## config.mk

```make
export PLATFORM = sky130hd
export DESIGN_NAME = inv_substitution_layer_seq
export DESIGN_NICKNAME = d
export VERILOG_FILES = /design/src/rtl/inv_substitution_layer_seq.sv
export SDC_FILE = /design/constraint.sdc
export NUM_CORES = 1
export LEC_CHECK = 0
export ABC_AREA = 1
export BUFFER_PORTS_ARGS = -buffer_cell sky130_fd_sc_hd__buf_2
export CAP_MARGIN = 20
export CORE_MARGIN = 8
export CORE_UTILIZATION = 25
export DETAILED_ROUTE_END_ITERATION = 16
export SKIP_LAST_GASP = 1
export SLEW_MARGIN = 20
export SYNTH_ARGS = -nofsm -noshare
export SYNTH_HDL_FRONTEND = slang
export SYNTH_SLANG_ARGS = --single-unit
```

## constraint.sdc

```tcl
create_clock -name clock -period 3.2 [get_ports clock]
set_clock_uncertainty 0.2 [all_clocks]
set_input_delay 0.64 -clock clock [delete_from_list [all_inputs] [get_ports clock]]
set_output_delay 0.64 -clock clock [all_outputs]
set_load 0.03 [all_outputs]
```

## src/rtl/inv_substitution_layer_seq.sv

```systemverilog
// Iterative inverse ASCON substitution layer: inverts all 64 columns of a
// 320-bit state with SBOX_PER_CYCLE inverse S-boxes reused over 64/P passes.
package ascon_pkg;
    localparam int unsigned NUM_SBOXES = 64;
    localparam int unsigned NUM_WORDS  = 5;

    typedef logic [NUM_WORDS-1:0][NUM_SBOXES-1:0] t_state_array;
endpackage

module inv_substitution_layer_seq
    import ascon_pkg::*;
#(
    parameter int unsigned SBOX_PER_CYCLE = 8
) (
    input  logic         clock,
    input  logic         reset_n,
    input  logic         i_valid,
    output logic         o_ready,
    input  t_state_array i_state,
    output logic         o_valid,
    input  logic         i_ready,
    output t_state_array o_state
);

    localparam int unsigned NUM_CHUNKS = NUM_SBOXES / SBOX_PER_CYCLE;
    localparam int unsigned CNT_W      = (NUM_CHUNKS > 1) ? $clog2(NUM_CHUNKS) : 1;
    localparam int unsigned COL_W      = $clog2(NUM_SBOXES);
    localparam logic [CNT_W-1:0] LAST_CHUNK = CNT_W'(NUM_CHUNKS - 1);

    localparam logic [4:0] INV_SBOX [32] = '{
        5'h14, 5'h1a, 5'h07, 5'h0d, 5'h00, 5'h09, 5'h0e, 5'h12,
        5'h0a, 5'h06, 5'h1d, 5'h01, 5'h19, 5'h15, 5'h13, 5'h1e,
        5'h18, 5'h16, 5'h0b, 5'h11, 5'h03, 5'h05, 5'h1c, 5'h1f,
        5'h17, 5'h1b, 5'h04, 5'h08, 5'h0f, 5'h0c, 5'h10, 5'h02
    };

    // Only power-of-two chunk sizes that divide the state evenly are supported
    if (!(SBOX_PER_CYCLE == 1  || SBOX_PER_CYCLE == 2  || SBOX_PER_CYCLE == 4 ||
          SBOX_PER_CYCLE == 8  || SBOX_PER_CYCLE == 16 || SBOX_PER_CYCLE == 32 ||
          SBOX_PER_CYCLE == 64)) begin : g_bad_sbox_per_cycle
        $error("inv_substitution_layer_seq: SBOX_PER_CYCLE must be 1,2,4,8,16,32 or 64");
    end

    typedef enum logic [1:0] {
        IDLE = 2'd0,
        BUSY = 2'd1,
        DONE = 2'd2
    } state_e;

    state_e           state_q, state_d;
    t_state_array     work_q, work_d;
    t_state_array     chunk_sub;
    t_state_array     o_state_d;
    logic [CNT_W-1:0] cnt_q, cnt_d;
    logic             o_valid_d;

    // Working state with the current chunk of columns replaced by INV values
    always_comb begin
        logic [COL_W-1:0] col;
        logic [4:0]       x;
        logic [4:0]       y;
        chunk_sub = work_q;
        col       = '0;
        x         = '0;
        y         = '0;
        for (int unsigned j = 0; j < SBOX_PER_CYCLE; j++) begin
            col = COL_W'(32'(cnt_q) * SBOX_PER_CYCLE + j);
            x   = {work_q[0][col], work_q[1][col], work_q[2][col],
                   work_q[3][col], work_q[4][col]};
            y   = INV_SBOX[x];
            chunk_sub[0][col] = y[4];
            chunk_sub[1][col] = y[3];
            chunk_sub[2][col] = y[2];
            chunk_sub[3][col] = y[1];
            chunk_sub[4][col] = y[0];
        end
    end

    // Next-state and output logic
    always_comb begin
        state_d   = state_q;
        work_d    = work_q;
        cnt_d     = cnt_q;
        o_valid_d = o_valid;
        o_state_d = o_state;
        o_ready   = 1'b0;
        unique case (state_q)
            IDLE: begin
                o_ready = 1'b1;
                if (i_valid) begin
                    work_d  = i_state;
                    cnt_d   = '0;
                    state_d = BUSY;
                end
            end
            BUSY: begin
                work_d = chunk_sub;
                cnt_d  = cnt_q + CNT_W'(1);
                if (cnt_q == LAST_CHUNK) begin
                    cnt_d     = '0;
                    o_state_d = chunk_sub;
                    o_valid_d = 1'b1;
                    state_d   = DONE;
                end
            end
            DONE: begin
                if (i_ready) begin
                    o_valid_d = 1'b0;
                    state_d   = IDLE;
                end
            end
            default: begin
                state_d = IDLE;
            end
        endcase
    end

    always_ff @(posedge clock or negedge reset_n) begin
        if (!reset_n) begin
            state_q <= IDLE;
            work_q  <= '0;
            cnt_q   <= '0;
            o_valid <= 1'b0;
            o_state <= '0;
        end else begin
            state_q <= state_d;
            work_q  <= work_d;
            cnt_q   <= cnt_d;
            o_valid <= o_valid_d;
            o_state <= o_state_d;
        end
    end

endmodule

```

==> metrics.md <==
| Metric | Value |
|---|---|
| I/O pin cnt | 646 |
| Die area | 166000 um^2 |
| Maximum clock path buffer count | 3 |
| Synth top area cells | dfrtp_1 (42%), nand2_1 (25%), nand3_1 (9.4%) |
| Worst setup path class | reg -> reg |
| Syn Area/Cell | 6.59 um^2 |
| NumNets Final | 6986 |
| Area Overhead vs Synth | 32.1% |
| DR DRC count | 0 |
| Hpwl dp | 152000 um |
| Least-Margin Pin Slew | 0.992 ns |
| Num Clock Sinks | between 600 and 700 |
| Worst min path class | in -> reg |
| Mapped Area | 38200 um^2 |
| Synth top area share | 0.423 |
| Startpoint Class | flip-flop |
| Syn. warnings | 0 |
| Seq/Total Area, Yosys | 0.423 |
| Worst endpoint required time | ~3.6 ns |
| Share of layout cells above drive strength 1 | 0.214 |
| Synthesis-stage register bit count | 646 |
| CTS clk-pin slew, worst paths | 0.06 ns |
| Slowest cell on crit path | dfrtp_4 |
| Critical Path AT | 3.53 ns |
| Syn Inst Count | 5800 |
| Slew Viols, Final | 0 |
| Top post-synthesis cells by count | nand2_1 (2596), nand3_1 (715), dfrtp_1 (646) |
| Slew HR | 0.339 |
| Worst setup margin | 0.0656 ns |
| Global-route wire length before repair | about 290000 um |
| Core area | 152000 um^2 |
| Num rows | between 100 and 150 |
| Worst slack at placement | -0.0773 ns |
| Total gr overflow | 0 |
| CTS tree | yes |
| Most frequent cell after synthesis | nand2_1 |
| Port bufs | 645 |
| Die W | 407 um |
| Fmax | 319 MHz |
| DR WL/cell | 23.6 um |
| Number of synthesized flops with an enable pin | 0 |
| Total global-route track usage | 0.237 |
| Crit path top cell by count | nand2_1 |
| CP Max Fanout | 25 |
| Async set or reset register ratio after synthesis | 1.00 |
| Largest net degree at the start of global routing | 122 |
| Final Core Density | 0.332 |
| RSZ-0062 raised after global routing | yes |
| Max-Cap Viols | 0 |
| CP Capture Type | flip-flop |
| Via density | 4.96 |
| Crit-path leading delay family | simple AND/OR/NAND/NOR gates |
| Routed via count | 43200 |
| Pre-Repair DR Iteration Count | 7 |
| Syn nets | 6182 |
| H-Tree Depth | 3 |
| Clk_lat worst skew | 0.71 ns |
| Critical path, cell by cell | clkinv_8 -> buf_12 -> nand2_1 -> nand2_1 -> nand2_1 -> nand2_1 -> nand2_1 -> nand2_4 -> inv_1 -> ha_1 -> or2_2 -> nand3_1 -> nand2_1 -> nand2_2 -> nand3_2 -> buf_4 -> nand3_1 -> nand3_1 -> nand2_1 -> nand2_1 |
| Vias in the first global route | 41700 |
| Num CTS Buffers | 81 |
| Root Driver | clkbuf_16 |
| Final antenna-violating net count | 0 |
| Period Utilization, post-route | 0.979 |
| First DRT Iteration DRCs | between 4000 and 5000 |
| Unique masters post-synth | 33 |
| Hold Fails Final Rpt | 0 |
| Placer's final routability congestion estimate | 0.927 |
| Leading area contributor after synthesis | dfrtp_1 |
| Crit path largest cell delay | 0.55 ns |
| Initial antenna violation count | 43 |
| Run status | completed |
| Initial Util | 0.252 |
| Post-Route WL | roughly 210000 um |
| Die H | between 400 and 500 um |
| CP Buf/Inv Count | 4 |
| Setup-failing EPs final | 0 |
| Minimum clock period | 3.13 ns |
| Primary FF master, synth | dfrtp_1 |
## cell usage in the layout, fill, tap and decap left out, types with 4 or more instances in the layout
| master | count |
|---|---|
| buf_2 | 645 |
| nand2_1 | 2533 |
| dlygate4sd3_1 | 14 |
| nor2_2 | 8 |
| nand3b_1 | 9 |
| nand4_1 | 4 |
| buf_6 | 12 |
| bufinv_16 | 4 |
| diode_2 | 18 |
| o22ai_1 | 5 |
| inv_4 | 4 |
| inv_1 | 217 |
| nand2_4 | 25 |
| a31oi_1 | 100 |
| o21ai_1 | 71 |
| clkinv_4 | 5 |
| nor2_4 | 10 |
| buf_4 | 296 |
| nor2_1 | 598 |
| clkbuf_1 | 20 |
| o211ai_1 | 6 |
| nand2_2 | 66 |
| clkinvlp_4 | 10 |
| o21ai_2 | 11 |
| clkbuf_16 | 89 |
| dfrtp_1 | 643 |
| ha_1 | 53 |
| inv_2 | 27 |
| clkbuf_8 | 10 |
| nand3_1 | 682 |
| clkinv_2 | 22 |
| o21bai_1 | 31 |
| buf_12 | 98 |
| or2_2 | 25 |
| a21oi_1 | 86 |
| nand3_4 | 6 |
| nand3_2 | 31 |
| o21ai_0 | 163 |
## metrics by stage
step	TNS (ns)	hold WS, ns	instances	area (um^2)
after global placement	-0.653	0.261	8505	46700
after CTS	-0.0132	0.000452	8670	49600
final	0	0.0467	8716	50500
after global routing	-4.77	0.0629	8706	50500
after floorplan	0	0.144	5800	38200
after detailed placement	-1.29	0.261	8505	46700
## worst register-to-register path: stages (launching register included)
cell	delay [ns]
dfrtp_4	0.55
clkinv_8	0.13
buf_12	0.18
nand2_1	0.09
nand2_1	0.06
nand2_1	0.04
nand2_1	0.08
nand2_1	0.08
nand2_4	0.12
inv_1	0.11
ha_1	0.21
or2_2	0.31
nand3_1	0.09
nand2_1	0.06
nand2_2	0.07
nand3_2	0.12
buf_4	0.18
nand3_1	0.11
nand3_1	0.09
nand2_1	0.09
nand2_1	0.04
## cell type report
type	count	area, um^2
repair inverters	1	11.3
fillers	16400	101000
flip-flops and latches	646	16200
multi-input cells	4540	20200
clock inverters	32	297
diodes	18	45.0
clock buffers	115	2340
repair buffers	1072	7830
inverters	262	1050
well taps	2030	2540
## layer usage
layer	share of wire	vias up	track usage
met5	0.00082	-	0
met4	0.049	24	0.107
met3	0.10	396	0.0722
met2	0.44	1982	0.370
met1	0.41	20800	0.302
li1	-	20000	-
## sequential cells by signal, summed over array words and instances, names as in the netlist
signal,cells
state_q,2
cnt_q,3
work_q,320
o_valid,1
o_state,320
## cell families after synthesis
| kind of cell | after synthesis | share of synthesized area |
|---|---|---|
| compound gates | 483 | 0.0705 |
| fa+ha+maj | 58 | 0.0190 |
| buf+inv | 614 | 0.0654 |
| flops | 646 | 0.423 |
| simple gates | 3999 | 0.422 |
## final timing paths
check	from	endpoint	slack (ns)	cells past startpoint
max	cnt_q[0]	work_q[102]	0.07	20
min	i_state[230]	work_q[230]	0.05	3
max reg2reg	cnt_q[0]	work_q[102]	0.07	20
min reg2reg	o_state[180]	o_state[180]	0.27	2
max in group asynchronous	reset_n	o_state[110]	1.44	3
min in group asynchronous	reset_n	o_state[120]	0.31	2
## timing repair
action,CTS,global route
cloned,0,7
resized for setup,20,186
hold buffers,14,0
setup endpoints to repair,86,519
pin swaps,2,15
setup buffers,4,21
hold endpoints to repair,36,0
Power is left out: the tool's default activity adds up to more than one toggle a clock period on the data nets, which glitch-free logic cannot reach.
